`config.mk`:
```
export PLATFORM = sky130hd
export DESIGN_NAME = md_hilo_unit_flat
export DESIGN_NICKNAME = d
export VERILOG_FILES = /design/src/rtl/md_hilo_unit_if.sv /design/src/rtl/md_hilo_unit.sv /design/src/flat_wrapper.sv
export SDC_FILE = /design/constraint.sdc
export NUM_CORES = 1
export LEC_CHECK = 0
export CELL_PAD_IN_SITES_DETAIL_PLACEMENT = 1
export CELL_PAD_IN_SITES_GLOBAL_PLACEMENT = 2
export CORE_ASPECT_RATIO = 1.75
export CORE_MARGIN = 2
export CORE_UTILIZATION = 38
export DETAILED_ROUTE_END_ITERATION = 8
export GPL_ROUTABILITY_DRIVEN = 1
export PLACE_DENSITY_LB_ADDON = 0.1
export SLEW_MARGIN = 20
export SYNTH_ARGS = -nofsm -noshare
export SYNTH_HDL_FRONTEND = slang
export SYNTH_SLANG_ARGS = --single-unit
```
`constraint.sdc`:
```
create_clock -name clk -period 6.9 [get_ports clk]
set_input_delay 1.725 -clock clk [delete_from_list [all_inputs] [get_ports clk]]
set_output_delay 1.725 -clock clk [all_outputs]
set_load 0.03 [all_outputs]
```
`src/rtl/md_hilo_unit_if.sv`:
```
// Operand/control bundle between the control-signal sorting stage and md_hilo_unit.
// The master side drives controls and operands; the slave side returns read data, status and debug state.
interface md_hilo_unit_if #(
    parameter int WIDTH = 32
);
    // Handshake: a control pulse counts only when stall is low in that cycle.
    // While stall is high, the sorting stage keeps the same control and operands
    // until stall drops; it must not treat that instruction as retired.
    // A start (ALU_mult/ALU_div) is taken on the first clock edge where the unit is idle.
    logic             ALU_mult;
    logic             ALU_div;
    logic             ALU_signed_cal;
    logic             ALU_write_HI;
    logic             ALU_write_LO;
    logic             ALU_read_HI;
    logic             ALU_read_LO;
    logic [WIDTH-1:0] a;
    logic [WIDTH-1:0] b;
    logic [WIDTH-1:0] rdata;
    logic             busy;
    logic             stall;
    logic [WIDTH-1:0] hi;
    logic [WIDTH-1:0] lo;
    logic [1:0]       state_dbg;

    modport master (
        output ALU_mult, ALU_div, ALU_signed_cal, ALU_write_HI, ALU_write_LO,
        output ALU_read_HI, ALU_read_LO, a, b,
        input  rdata, busy, stall, hi, lo, state_dbg
    );

    modport slave (
        input  ALU_mult, ALU_div, ALU_signed_cal, ALU_write_HI, ALU_write_LO,
        input  ALU_read_HI, ALU_read_LO, a, b,
        output rdata, busy, stall, hi, lo, state_dbg
    );
endinterface

```
`src/rtl/md_hilo_unit.sv`:
```
// Iterative multiply/divide engine that owns the HI/LO registers; stalls the pipeline while running.
// Optional macro MD_FAST_MULT_EN: single-cycle combinational multiply, divide stays iterative.
module md_hilo_unit #(
    parameter int WIDTH = 32
) (
    input logic          clk,
    input logic          reset_n,
    md_hilo_unit_if.slave bus
);
    localparam int CW = $clog2(WIDTH);

    typedef enum logic [1:0] {
        IDLE = 2'd0,
        RUN  = 2'd1,
        FIX  = 2'd2
    } state_t;

    state_t             state;
    logic [WIDTH-1:0]   hi_q;
    logic [WIDTH-1:0]   lo_q;
    logic [WIDTH-1:0]   ma;
    logic [WIDTH-1:0]   mb;
    logic [2*WIDTH-1:0] acc;
    logic [CW-1:0]      cnt;
    logic               op_div;
    logic               neg_res;
    logic               neg_rem;
    logic               div0;

    logic               a_neg;
    logic               b_neg;
    logic [WIDTH-1:0]   a_mag;
    logic [WIDTH-1:0]   b_mag;
    logic [WIDTH:0]     mul_sum;
    logic [WIDTH:0]     div_shift;
    logic [WIDTH:0]     div_diff;
    logic [2*WIDTH-1:0] prod_fix;
    logic [WIDTH-1:0]   quo_fix;
    logic [WIDTH-1:0]   rem_fix;

    assign a_neg = bus.ALU_signed_cal & bus.a[WIDTH-1];
    assign b_neg = bus.ALU_signed_cal & bus.b[WIDTH-1];
    assign a_mag = a_neg ? (~bus.a + 1'b1) : bus.a;
    assign b_mag = b_neg ? (~bus.b + 1'b1) : bus.b;

    // Multiply: low half of acc holds the remaining multiplier bits, high half the partial sum.
    assign mul_sum = {1'b0, acc[2*WIDTH-1:WIDTH]} + (acc[0] ? {1'b0, ma} : {(WIDTH+1){1'b0}});

    // Divide: high half is the partial remainder, low half shifts the dividend out and the quotient in.
    // A set top bit of the difference means the trial subtraction borrowed.
    assign div_shift = acc[2*WIDTH-1:WIDTH-1];
    assign div_diff  = div_shift - {1'b0, mb};

    assign prod_fix = neg_res ? (~acc + 1'b1) : acc;
    assign quo_fix  = div0 ? {WIDTH{1'b1}} :
                      (neg_res ? (~acc[WIDTH-1:0] + 1'b1) : acc[WIDTH-1:0]);
    assign rem_fix  = neg_rem ? (~acc[2*WIDTH-1:WIDTH] + 1'b1) : acc[2*WIDTH-1:WIDTH];

`ifdef MD_FAST_MULT_EN
    logic signed [2*WIDTH-1:0] fa;
    logic signed [2*WIDTH-1:0] fb;
    logic signed [2*WIDTH-1:0] fp;
    assign fa = {{WIDTH{a_neg}}, bus.a};
    assign fb = {{WIDTH{b_neg}}, bus.b};
    assign fp = fa * fb;
`endif

    always_ff @(posedge clk or negedge reset_n) begin
        if (!reset_n) begin
            state   <= IDLE;
            hi_q    <= '0;
            lo_q    <= '0;
            ma      <= '0;
            mb      <= '0;
            acc     <= '0;
            cnt     <= '0;
            op_div  <= 1'b0;
            neg_res <= 1'b0;
            neg_rem <= 1'b0;
            div0    <= 1'b0;
        end else begin
            case (state)
                IDLE: begin
                    if (bus.ALU_mult) begin
`ifdef MD_FAST_MULT_EN
                        hi_q <= fp[2*WIDTH-1:WIDTH];
                        lo_q <= fp[WIDTH-1:0];
`else
                        ma      <= a_mag;
                        mb      <= b_mag;
                        acc     <= {{WIDTH{1'b0}}, b_mag};
                        op_div  <= 1'b0;
                        neg_res <= a_neg ^ b_neg;
                        neg_rem <= a_neg;
                        div0    <= 1'b0;
                        cnt     <= '0;
                        state   <= RUN;
`endif
                    end else if (bus.ALU_div) begin
                        ma      <= a_mag;
                        mb      <= b_mag;
                        acc     <= {{WIDTH{1'b0}}, a_mag};
                        op_div  <= 1'b1;
                        neg_res <= a_neg ^ b_neg;
                        neg_rem <= a_neg;
                        div0    <= (bus.b == '0);
                        cnt     <= '0;
                        state   <= RUN;
                    end else if (bus.ALU_write_HI) begin
                        hi_q <= bus.a;
                    end else if (bus.ALU_write_LO) begin
                        lo_q <= bus.a;
                    end
                end
                RUN: begin
                    if (op_div) begin
                        if (div_diff[WIDTH]) begin
                            acc <= {acc[2*WIDTH-2:0], 1'b0};
                        end else begin
                            acc <= {div_diff[WIDTH-1:0], acc[WIDTH-2:0], 1'b1};
                        end
                    end else begin
                        acc <= {mul_sum, acc[WIDTH-1:1]};
                    end
                    cnt <= cnt + 1'b1;
                    if (cnt == CW'(WIDTH - 1)) begin
                        state <= FIX;
                    end
                end
                FIX: begin
                    if (op_div) begin
                        hi_q <= rem_fix;
                        lo_q <= quo_fix;
                    end else begin
                        hi_q <= prod_fix[2*WIDTH-1:WIDTH];
                        lo_q <= prod_fix[WIDTH-1:0];
                    end
                    state <= IDLE;
                end
                default: state <= IDLE;
            endcase
        end
    end

    assign bus.busy      = (state != IDLE);
    assign bus.stall     = bus.busy & (bus.ALU_mult | bus.ALU_div | bus.ALU_write_HI |
                                       bus.ALU_write_LO | bus.ALU_read_HI | bus.ALU_read_LO);
    assign bus.rdata     = bus.ALU_read_HI ? hi_q : (bus.ALU_read_LO ? lo_q : '0);
    assign bus.hi        = hi_q;
    assign bus.lo        = lo_q;
    assign bus.state_dbg = state;
endmodule
```
`src/flat_wrapper.sv`:
```
// flat-port wrapper written by rule: the top's interface ports become plain ports
module md_hilo_unit_flat 
#(
    parameter int WIDTH = 32
)
  (clk, reset_n, bus_ALU_mult, bus_ALU_div, bus_ALU_signed_cal, bus_ALU_write_HI, bus_ALU_write_LO, bus_ALU_read_HI, bus_ALU_read_LO, bus_a, bus_b, bus_rdata, bus_busy, bus_stall, bus_hi, bus_lo, bus_state_dbg);
  md_hilo_unit_if #(.WIDTH(WIDTH)) bus_i ();
  input logic clk;
  input logic reset_n;
  input wire logic [$bits(bus_i.ALU_mult)-1:0] bus_ALU_mult;
  input wire logic [$bits(bus_i.ALU_div)-1:0] bus_ALU_div;
  input wire logic [$bits(bus_i.ALU_signed_cal)-1:0] bus_ALU_signed_cal;
  input wire logic [$bits(bus_i.ALU_write_HI)-1:0] bus_ALU_write_HI;
  input wire logic [$bits(bus_i.ALU_write_LO)-1:0] bus_ALU_write_LO;
  input wire logic [$bits(bus_i.ALU_read_HI)-1:0] bus_ALU_read_HI;
  input wire logic [$bits(bus_i.ALU_read_LO)-1:0] bus_ALU_read_LO;
  input wire logic [$bits(bus_i.a)-1:0] bus_a;
  input wire logic [$bits(bus_i.b)-1:0] bus_b;
  output wire logic [$bits(bus_i.rdata)-1:0] bus_rdata;
  output wire logic [$bits(bus_i.busy)-1:0] bus_busy;
  output wire logic [$bits(bus_i.stall)-1:0] bus_stall;
  output wire logic [$bits(bus_i.hi)-1:0] bus_hi;
  output wire logic [$bits(bus_i.lo)-1:0] bus_lo;
  output wire logic [$bits(bus_i.state_dbg)-1:0] bus_state_dbg;
  assign bus_i.ALU_mult = bus_ALU_mult;
  assign bus_i.ALU_div = bus_ALU_div;
  assign bus_i.ALU_signed_cal = bus_ALU_signed_cal;
  assign bus_i.ALU_write_HI = bus_ALU_write_HI;
  assign bus_i.ALU_write_LO = bus_ALU_write_LO;
  assign bus_i.ALU_read_HI = bus_ALU_read_HI;
  assign bus_i.ALU_read_LO = bus_ALU_read_LO;
  assign bus_i.a = bus_a;
  assign bus_i.b = bus_b;
  assign bus_rdata = bus_i.rdata;
  assign bus_busy = bus_i.busy;
  assign bus_stall = bus_i.stall;
  assign bus_hi = bus_i.hi;
  assign bus_lo = bus_i.lo;
  assign bus_state_dbg = bus_i.state_dbg;
  md_hilo_unit #(.WIDTH(WIDTH)) u_core (.clk(clk), .reset_n(reset_n), .bus(bus_i));
endmodule
```
Word level (Yosys, flattened, before mapping). Cells that the tools add are included.

Bits in registers: 203. Latch bits: 0. Bits in writable memories: 0. Bits in read-only memories: 0. Input bits: 73. Output and inout port bits: 100. Logic and storage cells: 98. Memories kept: 0.

Add/subtract/negate cells: 8. $mul: 0. Div/mod/pow operators: 0. Magnitude comparators: 0. Eq/ne operators: 10. Shift-type cells: 0. Mux-type cells: 44. Bitwise operators: 14. Reductions and logical operators: 11.

Operators by type and width (count): 32-bit two-way mux (21); 64-bit two-way mux (5); 32-bit by 1-bit adder with 32-bit output, second input constant (4); 32-bit NOT (4); 32-bit case mux with 2 select lines (2); 64-bit case mux with 2 select lines (1); 64-bit by 1-bit adder with 64-bit output, second input constant (1); 64-bit NOT (1); 32-bit by 33-bit adder with 33-bit output (1); 33-bit by 32-bit subtractor with 33-bit output (1); 32-bit zero test (1); 5-bit two-way mux (2); 2-bit inequality test, second input constant (5); 5-bit case mux with 2 select lines (1); 1-bit two-way mux (8); 2-bit nonzero test (4); 2-bit two-way mux (3); 2-bit AND reduction (3); 5-bit by 1-bit adder with 5-bit output, second input constant (1); 5-bit == test, second input constant (1); 1-bit OR (5); 5-bit AND reduction (1); 2-bit case mux with 2 select lines (1); 4-bit AND reduction (1); 7 further kinds (9).

Longest topological paths before layout. Gate-level depths: netlist of run 1.

Word-level depth: 6. Depth in mapped cells: 14.

Least setup slack after synthesis of run 1. Ideal clock, no wire load.

Path kind: in2out. Start: input bus_ALU_read_HI. End: output bus_rdata[30]. Arrival time: 2.796 ns. Required time: 5.175 ns. Setup slack: 2.379 ns. Cell stages on the path: 3. Buffers on the path: 2. Path through: clkbuf_1 > clkbuf_1 > o21ai_0.

Cells in the longest elaborated chain, start to end: 1.

RTL lines: start: declaration (line flat_wrapper.sv:15) `input wire logic [$bits(bus_i.ALU_read_HI)-1:0] bus_ALU_read_HI;`; 32-bit two-way mux (line md_hilo_unit.sv:148) `assign bus.rdata = bus.ALU_read_HI ? hi_q : (bus.ALU_read_LO ? lo_q : '0);`; end: declaration (line flat_wrapper.sv:19) `output wire logic [$bits(bus_i.rdata)-1:0] bus_rdata;`.

Every way passes these cells.

Final worst setup path of run 1.
Start: input bus_ALU_read_HI. End: output bus_rdata[7].

The elaborated chain is that of the path after synthesis.

==> metrics, run 1 <==
Post-CTS Setup Bufs 0; most frequent cells after synthesis 300 x nand2_1, 203 x dfrtp_1, 177 x o21ai_0, 150 x a21oi_1, 116 x clkbuf_1; total CTS buffers 22; worst-margin pin slew between 1 and 1.5 ns; Max Fclk roughly 180 MHz; total congestion overflow 0; Via density around 5.9; first-pass GRT wire length ~100 mm; count of final setup violators 0; Clock Sinks 203; Post-DRT Antenna Nets 0; H-Tree Depth 1; Gate Count Post-Synth ~2k; ys async rst share between 90% and 100%; Hold Path Class flip-flop to flip-flop; gr usage total between 20% and 30%; Synth Area per Inst around 8 sq um; Clk Tree Root Cell clkbuf_16; pwr/cell area about 550 mW/mm^2; routed len/inst around 24 um; Slew Limit Fails 0; post-CTS resize count 0; Pre-antenna DRT Iters 5; 1st-iter DRT viols 880; VDD IR max 0.478 mV; FILL cells around 5k; status finished, final reports clean; Final Wtd Congestion around 0.9; number of synthesized register bits about 200; synthesized area 0.0165 sq mm; hold buffers post-CTS 0; Fin. Hold Viols 0; Initial Utilization 38.3%; Std-Cell Rows between 100 and 150; Area Overhead vs Synth 18.1%; minimum clock period approximately 5.6 ns; Clock Skews between 0.015 and 0.02 ns; vias between 15k and 20k; ratio of cells with drive above 1 in the final layout approximately 5.3%; max_cap viols 0; CP max FO 31; crit end category output port; Unique masters post-synth 85; area leader, netlist dfrtp_1; hold slack approximately 0.47 ns; static leakage power 8.16 nW; largest cells by area after synthesis dfrtp_1 31%, nand2_1 6.8%, o21ai_0 5.4%; period utilization 80.6%; Setup CP Type input pin to output port; sequential area share after synthesis between 30 and 40%; most common cell in the synthesized netlist nand2_1; core area between 0.04 and 0.05 sq mm; Clock Tree Buf Depth 3; I/O Buffers ~170; syn_nets approximately 2.2k; clock latency on the worst-skew pair between 0.5 and 0.6 ns; Most used DFF post-synth dfrtp_1; post-DP HPWL 51.5 mm; Slew headroom between 20% and 30%; Die Y roughly 280 um; Critical Path Start Type input pin; initial antenna violation count 5; arrival time worst endpoint 3.84 ns; Worst-path clk slew ~0.06 ns; vias in the first global route roughly 17k; setup total negative slack 0 ns; Final nets between 2k and 2.5k; Final Util a little under half; final WL about 66 mm; critical path required time between 5 and 6 ns; area taken by multi-input logic gates 0.0107 sq mm; Register Area between 0.005 and 0.006 sq mm; DRC 0; die area about 0.045 sq mm; post-synth top area share between 30% and 40%; IO Count around 170; TritonCTS clock tree done; largest net degree at the start of global routing 123; EDFF count, synth 0; RSZ-0062 raised after global routing no; yosys warns 0; Horiz. Die Dim approximately 160 um
-- path summary, 6_finish.rpt --
check	startpoint	endpoint	slack, ns	cells past startpoint
max	bus_ALU_read_HI	bus_rdata[7]	1.34	5
min	u_core.ma[22]$_DFFE_PN0P_	u_core.ma[22]$_DFFE_PN0P_	0.47	2
max reg2reg	u_core.acc[31]$_DFFE_PN0P_	u_core.acc[58]$_DFFE_PN0P_	2.51	13
min reg2reg	u_core.ma[22]$_DFFE_PN0P_	u_core.ma[22]$_DFFE_PN0P_	0.47	2
max in group asynchronous	reset_n	u_core.mb[28]$_DFFE_PN0P_	4.46	2
min in group asynchronous	reset_n	u_core.bus.lo[5]$_DFFE_PN0P_	1.21	1
-- stage by stage --
stage	cell area, sq um	power, mW	setup WS [ns]	cells
2_1_floorplan	16500	7.03	2.38	2032
3_3_place_gp	18700	9.13	1.36	2666
3_5_place_dp	18700	9.27	1.29	2666
4_1_cts	19500	10.7	1.28	2706
5_1_grt	19500	11.5	1.23	2707
6_report	19500	10.7	1.34	2707
-- final cells by class --
| cell class | count | share of cell area (%) |
|---|---|---|
| timing repair buffer | 198 | 9.88 |
| clock inverter | 11 | 0.962 |
| inverter | 63 | 1.21 |
| sequential | 203 | 26.0 |
| tap | 566 | 3.63 |
| antenna | 1 | 0.0128 |
| clock buffer | 29 | 3.22 |
| multi-input combinational | 1636 | 55.0 |
-- cell families (layout without fill, tap and decap cells) --
| group | Yosys count | in the layout | share of synthesized area, % |
|---|---|---|---|
| xor+xnor | 174 | 174 | 9.22 |
| simple gates | 663 | 663 | 19.4 |
| buf+inv | 193 | 301 | 4.53 |
| fa+ha+maj | 72 | 72 | 5.54 |
| other cells | 0 | 1 | 0 |
| mux | 84 | 84 | 5.19 |
| compound gates | 643 | 643 | 25.4 |
| flops | 203 | 203 | 30.7 |
-- layer usage --
metal,up-vias,GRT usage (%),routed length (um)
met4,8,11.8,2820
met1,8053,35.1,27200
met3,136,2.83,1990
li1,7519,-,-
met2,328,53.4,34100
met5,-,0,50
-- sequential cells by signal, summed over array words and instances, names as in the netlist --
name and count:
u_core.neg_rem 1, u_core.mb 32, u_core.bus.state_dbg 2, u_core.acc 64
u_core.bus.lo 32, u_core.div0 1, u_core.cnt 5, u_core.bus.hi 32
u_core.neg_res 1, u_core.op_div 1, u_core.ma 32
-- critical path, cell delays in order --
cell	delay [ns]
clkdlybuf4s50_1	0.65
nor2b_2	0.20
buf_4	0.36
a22o_1	0.19
clkdlybuf4s50_1	0.68
-- where the power goes --
part	internal, mW	total (mW)	switching [mW]	leakage (nW)
Sequential	1.72	2.53	0.805	2.40
Clock	0.829	1.37	0.544	0.391
Combinational	2.74	6.79	4.05	5.37
Total	5.29	10.7	5.40	8.16
-- cell usage in the layout (no fill, tap or decap), types with 11 or more instances in the layout --
cell type and instances:
or4_1 13, nand2_1 299, o221ai_1 13, a211oi_1 36, nor2_1 106, o21ai_1 13, buf_4 25, and2_1 43
o31ai_1 25, o211ai_1 11, xor2_1 86, dfrtp_1 202, a21o_1 29, xnor2_1 88, inv_1 63, a31oi_1 14
a22oi_1 20, mux2i_1 71, o21ai_0 177, mux2_2 13, clkdlybuf4s50_1 170, clkbuf_16 23, a21oi_1 149, nor3_1 36
nand2b_1 21, nand3_1 21, nand4_1 11, a22o_1 34, a32oi_1 33, nor4_1 16, or3_1 14, o21bai_1 13
ha_1 70, nor2b_1 32
(Power assumes the default switching activity.)
==> run 2: changes to the inputs <==
--- a/config.mk
+++ b/config.mk
@@ -9,7 +9,7 @@
 export CELL_PAD_IN_SITES_GLOBAL_PLACEMENT = 2
 export CORE_ASPECT_RATIO = 1.75
 export CORE_MARGIN = 2
-export CORE_UTILIZATION = 38
+export CORE_UTILIZATION = 32
 export DETAILED_ROUTE_END_ITERATION = 8
 export GPL_ROUTABILITY_DRIVEN = 1
 export PLACE_DENSITY_LB_ADDON = 0.1
==> constraint.sdc (replaced) <==
create_clock -name clk -period 4.7 [get_ports clk]
set_input_delay 1.175 -clock clk [delete_from_list [all_inputs] [get_ports clk]]
set_output_delay 1.175 -clock clk [all_outputs]
set_load 0.03 [all_outputs]
==> run 2 against run 1 <==
Utilization fell by 6.2 points. Sequential power grew 43%. Total power up 50%. Clock power is 37% higher. Register-to-register slack worse by 2.0 ns. Die area grew 18%. Sequential share of layout area down 0.65 points. Count of clock-buffer cells in the layout is 2 higher. Flip-flop and latch count unchanged. Global-route usage is 2.9 points lower. Critical path depth is 6 higher. Non-clock buffer count increased by 40. Critical path type is now flip-flop to flip-flop. Critical endpoint is now u_core.acc[62]$_DFFE_PN0P_.
==> metrics, run 2 (synthesis results as in run 1) <==
status finished, final reports clean; die area 0.0535 sq mm (+18%); worst-margin pin slew 1.05 ns (-0.0344 ns); commonest non-fill, non-tap cell in the layout nand2_1; crit end category flip-flop; Slew Limit Fails 0 (unchanged); Slew headroom 29.8% (+2.9 points); Post-CTS Setup Bufs 0 (unchanged); cell breakdown of the critical path and2_1 > ha_1 > a2111oi_0 > o21ai_1 > nand2_1 > o211ai_1 > a31oi_1 > o21ai_0 > a221oi_1 > mux2i_1 > a32o_1; Final WS setup 0.476 ns (-0.862 ns); Clock Tree Buf Depth 3 (unchanged); Critical R2R Capture u_core.acc[62]$_DFFE_PN0P_; hold slack 0.465 ns (-0.00452 ns); Std-Cell Rows 110 (+8.9%); largest net degree at the start of global routing 87 (-29%); Worst path slowest cell dfrtp_1; CP max FO 24 (-23%); setup total negative slack 0 ns (unchanged); FILL cells 6101 (+19%); met1 track utilization from global routing 30.4% (-4.8 points); 1st-iter DRT viols 711 (-19%); total CTS buffers 23 (+4.5%); Worst-path clk slew 0.06 ns (about the same); I/O Buffers 172 (unchanged); first-pass GRT wire length 109 mm (+5.7%); Clock Skews 0.0317 ns (+0.0158 ns); Die Y 305 um (+8.8%); ratio of cells with drive above 1 in the final layout 8.35% (+3.1 points); clock latency on the worst-skew pair 0.56 ns (+0.02 ns); IO Count 173 (unchanged); H-Tree Depth 1 (unchanged); Via density 5.66 (-4.6%); Critical R2R Launch u_core.acc[0]$_DFFE_PN0P_; post-CTS resize count 0 (unchanged); FF-to-FF setup slack 0.48 ns (-2.03 ns); static leakage power 8.44 nW (+3.4%); vias 16.1k (+0.49%); met3 usage 2.33% (-0.50 points); TritonCTS clock tree done; post-DP HPWL 56.5 mm (+9.9%); Initial Utilization 32.3% (-6.1 points); hold buffers post-CTS 0 (unchanged); Biggest register u_core.acc; DRC 0 (unchanged); VDD IR max 0.416 mV (-13%); Final Wtd Congestion 0.913 (+1.2%); core area 0.0512 sq mm (+19%); worst hold stages 2 (unchanged); Fin. Hold Viols 0 (unchanged); delay of the slowest cell on the worst path 0.92 ns (+0.24 ns); period utilization approximately nine tenths; Horiz. Die Dim 176 um (+8.8%); Post-DRT Antenna Nets 0 (unchanged); Area Overhead vs Synth 21.1%; HP Start u_core.ma[2]$_DFFE_PN0P_; FF-to-FF path depth 11 (-2); Final Power 16.0 mW (+50%); RSZ-0062 raised after global routing no; Clk Tree Root Cell clkbuf_16; initial antenna violation count 3 (-2); minimum clock period 4.22 ns; Setup CP Type flip-flop to flip-flop; pre-CTS setup slack 0.302 ns (-0.985 ns); Critical Path Start Type flip-flop; met2 Use GR 49.7% (-3.7 points); Max Fclk 237 MHz; pwr/cell area 799 mW/mm^2 (+46%); Hold Path Class flip-flop to flip-flop; max_cap viols 0 (unchanged); gr usage total 26.4% (-2.9 points); Clock Sinks 203 (unchanged); vias in the first global route 17.6k (+3.0%); critical path required time 5.14 ns (-0.04 ns); max reg flops 64 (unchanged); routed len/inst 24.9 um (+2.0%); Final nets 2310 (+1.8%); Pre-antenna DRT Iters 4 (-1); busiest grt layer met2; count of final setup violators 0 (unchanged); endpoint of the worst hold-timing path u_core.ma[2]$_DFFE_PN0P_; total congestion overflow 0 (unchanged); Final Util 39.1% (-6.2 points); arrival time worst endpoint 4.67 ns (+0.83 ns); most frequent cells in the layout 299 x nand2_1, 202 x dfrtp_1, 177 x o21ai_0; Ant. Diodes 0 (-1); final WL 71.1 mm (+7.4%)
-- run 2: worst max path at each step --
stage	end	startpoint	slack (ns)
global route	u_core.acc[60]$_DFFE_PN0P_	u_core.acc[0]$_DFFE_PN0P_	0.25
finish	u_core.acc[62]$_DFFE_PN0P_	u_core.acc[0]$_DFFE_PN0P_	0.48
global placement	u_core.acc[28]$_DFFE_PN0P_	bus_a[7]	0.33
floorplan	u_core.acc[28]$_DFFE_PN0P_	bus_a[6]	1.13
detailed placement	u_core.acc[27]$_DFFE_PN0P_	bus_a[17]	0.30
CTS	u_core.acc[39]$_DFFE_PN0P_	u_core.acc[31]$_DFFE_PN0P_	0.46
-- run 2: worst max-delay path, delay by kind of cell (launching register included) --
family / cells / cell delay, ns
flip-flops: 1 / 0.92
AO/OA/AOI/OAI: 7 / 2.30
multiplexers: 1 / 0.14
adder cells (fa/ha/maj): 1 / 0.32
AND/OR/NAND/NOR: 2 / 0.45
-- run 2: cell type report --
type | instances | area [sq um] | share of cell area (%)
inverter | 63 | 236 | 1.18
tap | 672 | 841 | 4.20
sequential | 203 | 5080 | 25.4
multi-input combinational | 1636 | 10700 | 53.6
timing repair buffer | 238 | 2370 | 11.9
clock buffer | 31 | 646 | 3.23
clock inverter | 8 | 98.8 | 0.494
-- run 2: power by group --
part	switching (mW)	internal (mW)
combinational	6.19	4.29
sequential	1.09	2.53
clock	0.812	1.07
total	8.10	7.89
-- run 2: routing by layer --
layer,vias to the layer above,share of wire [%]
li1,7588,-
met1,8057,40
met2,343,53
met3,131,2.8
met4,4,4.3
met5,-,0.038
-- run 2: per-stage QoR --
| stage | instances | area [sq um] |
|---|---|---|
| 4_1_cts | 2851 | 20000 |
| 6_report | 2851 | 20000 |
| 2_1_floorplan | 2032 | 16500 |
| 3_5_place_dp | 2812 | 19300 |
| 5_1_grt | 2851 | 20000 |
| 3_3_place_gp | 2812 | 19300 |
==> run 3: changes to the inputs <==
--- a/config.mk
+++ b/config.mk
@@ -5,14 +5,12 @@
 export SDC_FILE = /design/constraint.sdc
 export NUM_CORES = 1
 export LEC_CHECK = 0
-export CELL_PAD_IN_SITES_DETAIL_PLACEMENT = 1
-export CELL_PAD_IN_SITES_GLOBAL_PLACEMENT = 2
 export CORE_ASPECT_RATIO = 1.75
 export CORE_MARGIN = 2
-export CORE_UTILIZATION = 32
+export CORE_UTILIZATION = 53
 export DETAILED_ROUTE_END_ITERATION = 8
 export GPL_ROUTABILITY_DRIVEN = 1
-export PLACE_DENSITY_LB_ADDON = 0.1
+export PLACE_DENSITY = 0.78
 export SLEW_MARGIN = 20
 export SYNTH_ARGS = -nofsm -noshare
 export SYNTH_HDL_FRONTEND = slang
==> run 3 against run 2 <==
Combinational power decreased by 7%. Maximum frequency decreased by 3.2%. Utilization increased by 23 points. Worst hold slack improved by 0.0046 ns. Global-route usage rose by 9.0 points. Final area shrank 4.2%. Via count grew 1.1%. Register-to-register slack improved by 0.08 ns. Routed wire length shrank 19%. Sequential power hardly changed. Count of clock-buffer cells in the layout is 6 lower.
==> metrics, run 3 (synthesis results as in run 1) <==
commonest non-fill, non-tap cell in the layout nand2_1; Bufs and invs on worst path 4 (+4); Clk Tree Root Cell clkbuf_16; total congestion overflow 0 (unchanged); status finished, final reports clean; critical path required time 3.52 ns (-1.62 ns); worst-margin pin slew 1.03 ns (-0.0213 ns); max_cap viols 0 (unchanged); Final Wtd Congestion 1.05 (+15%); Clock Skews 0.0144 ns (-0.0173 ns); cell breakdown of the critical path clkdlybuf4s50_1 > buf_12 > nor2b_2 > buf_4 > a22o_1 > buf_4; 1st-iter DRT viols 1507 (+110%); Final WS setup 0.337 ns (-0.139 ns); final WL 57.5 mm (-19%); RSZ-0062 raised after global routing no; hold slack 0.469 ns (+0.00461 ns); post-DP HPWL 44.3 mm (-22%); kind of cell adding the most delay to the critical path buffers and inverters; Initial Utilization 53.8% (+21 points); Horiz. Die Dim 137 um (-22%); max reg flops 64 (unchanged); static leakage power 8.18 nW (-3.0%); routed len/inst 22.7 um (-9.1%); design area 0.0192 sq mm (-4.2%); Clock Tree Buf Depth 3 (unchanged); Slew Limit Fails 0 (unchanged); DRC 0 (unchanged); first-pass GRT wire length 90.2 mm (-17%); TritonCTS clock tree done; setup total negative slack 0 ns (unchanged); Biggest register u_core.acc; H-Tree Depth 1 (unchanged); arrival time worst endpoint 3.19 ns (-1.48 ns); Area Overhead vs Synth 16.0%; most frequent CP cell buf_4; Worst-path clk slew 0.07 ns (about the same); pwr/cell area 788 mW/mm^2 (-1.4%); Std-Cell Rows 85 (-23%); count of final setup violators 0 (unchanged); Final Power 15.1 mW (-5.6%); crit end category output port; Pre-antenna DRT Iters 5 (+1); Hold Path Class flip-flop to flip-flop; Critical Path Start Type input pin; Worst path slowest cell clkdlybuf4s50_1; placed insts 2504 (-11%); vias in the first global route 16.1k (-8.9%); hold buffers post-CTS 0 (unchanged); Final Util 62.4% (+23 points); Post-DRT Antenna Nets 0 (unchanged); die area 0.0327 sq mm (-39%); CP max FO 31 (+29%); post-CTS resize count 0 (unchanged); Post-CTS Setup Bufs 0 (unchanged); initial antenna violation count 0 (-3); IO Count 173 (unchanged); Slew headroom 31.3% (+1.4 points); Max Fclk 229 MHz (-3.2%); most frequent cells in the layout 299 x nand2_1, 202 x dfrtp_1, 177 x o21ai_0; clock latency on the worst-skew pair 0.51 ns (-0.05 ns); delay of the slowest cell on the worst path 0.79 ns (-0.13 ns); Placed Area 0.0185 sq mm (-3.8%); Via density 6.42 (+14%); period utilization 92.8% (+3.0 points); minimum clock period 4.36 ns (+0.139 ns); Fin. Hold Viols 0 (unchanged); Setup CP Type input pin to output port; total CTS buffers 19 (-17%); VDD IR max 0.667 mV (+60%); Die Y 238 um (-22%); gr usage total 35.5% (+9.0 points); Clock Sinks 203 (unchanged); Final nets 2279 (-1.3%); final cell count without fillers 2538 (-11%); pre-CTS setup slack 0.327 ns (+0.0241 ns); core area 0.0307 sq mm (-40%); largest net degree at the start of global routing 107 (+23%); FILL cells 2720 (-55%); ratio of cells with drive above 1 in the final layout 6.99% (-1.4 points); I/O Buffers 172 (unchanged); vias 16.3k (+1.1%)
[run 3: worst paths after layout]
check                                          start                          to  slack [ns]  depth (start not counted)
max                                  bus_ALU_read_HI                bus_rdata[8]        0.34                          6
min                        u_core.ma[17]$_DFFE_PN0P_   u_core.ma[17]$_DFFE_PN0P_        0.47                          2
max reg2reg                u_core.acc[0]$_DFFE_PN0P_  u_core.acc[60]$_DFFE_PN0P_        0.56                         11
min reg2reg                u_core.ma[17]$_DFFE_PN0P_   u_core.ma[17]$_DFFE_PN0P_        0.47                          2
max in group asynchronous                    reset_n  u_core.acc[42]$_DFFE_PN0P_        2.88                          2
min in group asynchronous                    reset_n   u_core.acc[4]$_DFFE_PN0P_        0.77                          1
[run 3: area by class of cell]
class	instances	area (sq um)	share of cell area, %
Timing Repair Buffer	211	2000	10.4
Tap cell	391	489	2.55
Inverter	63	236	1.23
Antenna cell	1	2.50	0.0131
Clock buffer	25	528	2.75
Clock inverter	8	103	0.535
Sequential cell	203	5080	26.5
Multi-Input combinational cell	1636	10700	56.0
[run 3: power by group]
part | internal (mW) | leakage [nW] | switching [mW]
Combinational | 4.06 | 5.48 | 5.75
Sequential | 2.53 | 2.40 | 1.13
Clock | 0.909 | 0.304 | 0.725
Total | 7.50 | 8.18 | 7.60
[run 3: routing by layer]
metal  vias to the layer above  routed length, um  track usage, %
met2                       714              28900            60.7
met4                         0               3710            20.0
met5                         -                  0               0
li1                       7543                  -               -
met1                      7845              21600            42.5
met3                       203               3340            3.95
[run 3: worst register-to-register path, cell delays in order, from the launching register on]
cell	delay [ns]
dfrtp_1	0.64
buf_4	0.33
and2_1	0.15
ha_1	0.36
and4_1	0.24
nand4_1	0.15
o2111ai_1	0.33
a31oi_1	0.25
nor4b_1	0.57
mux2_2	0.39
a2111oi_0	0.43
o32ai_1	0.15
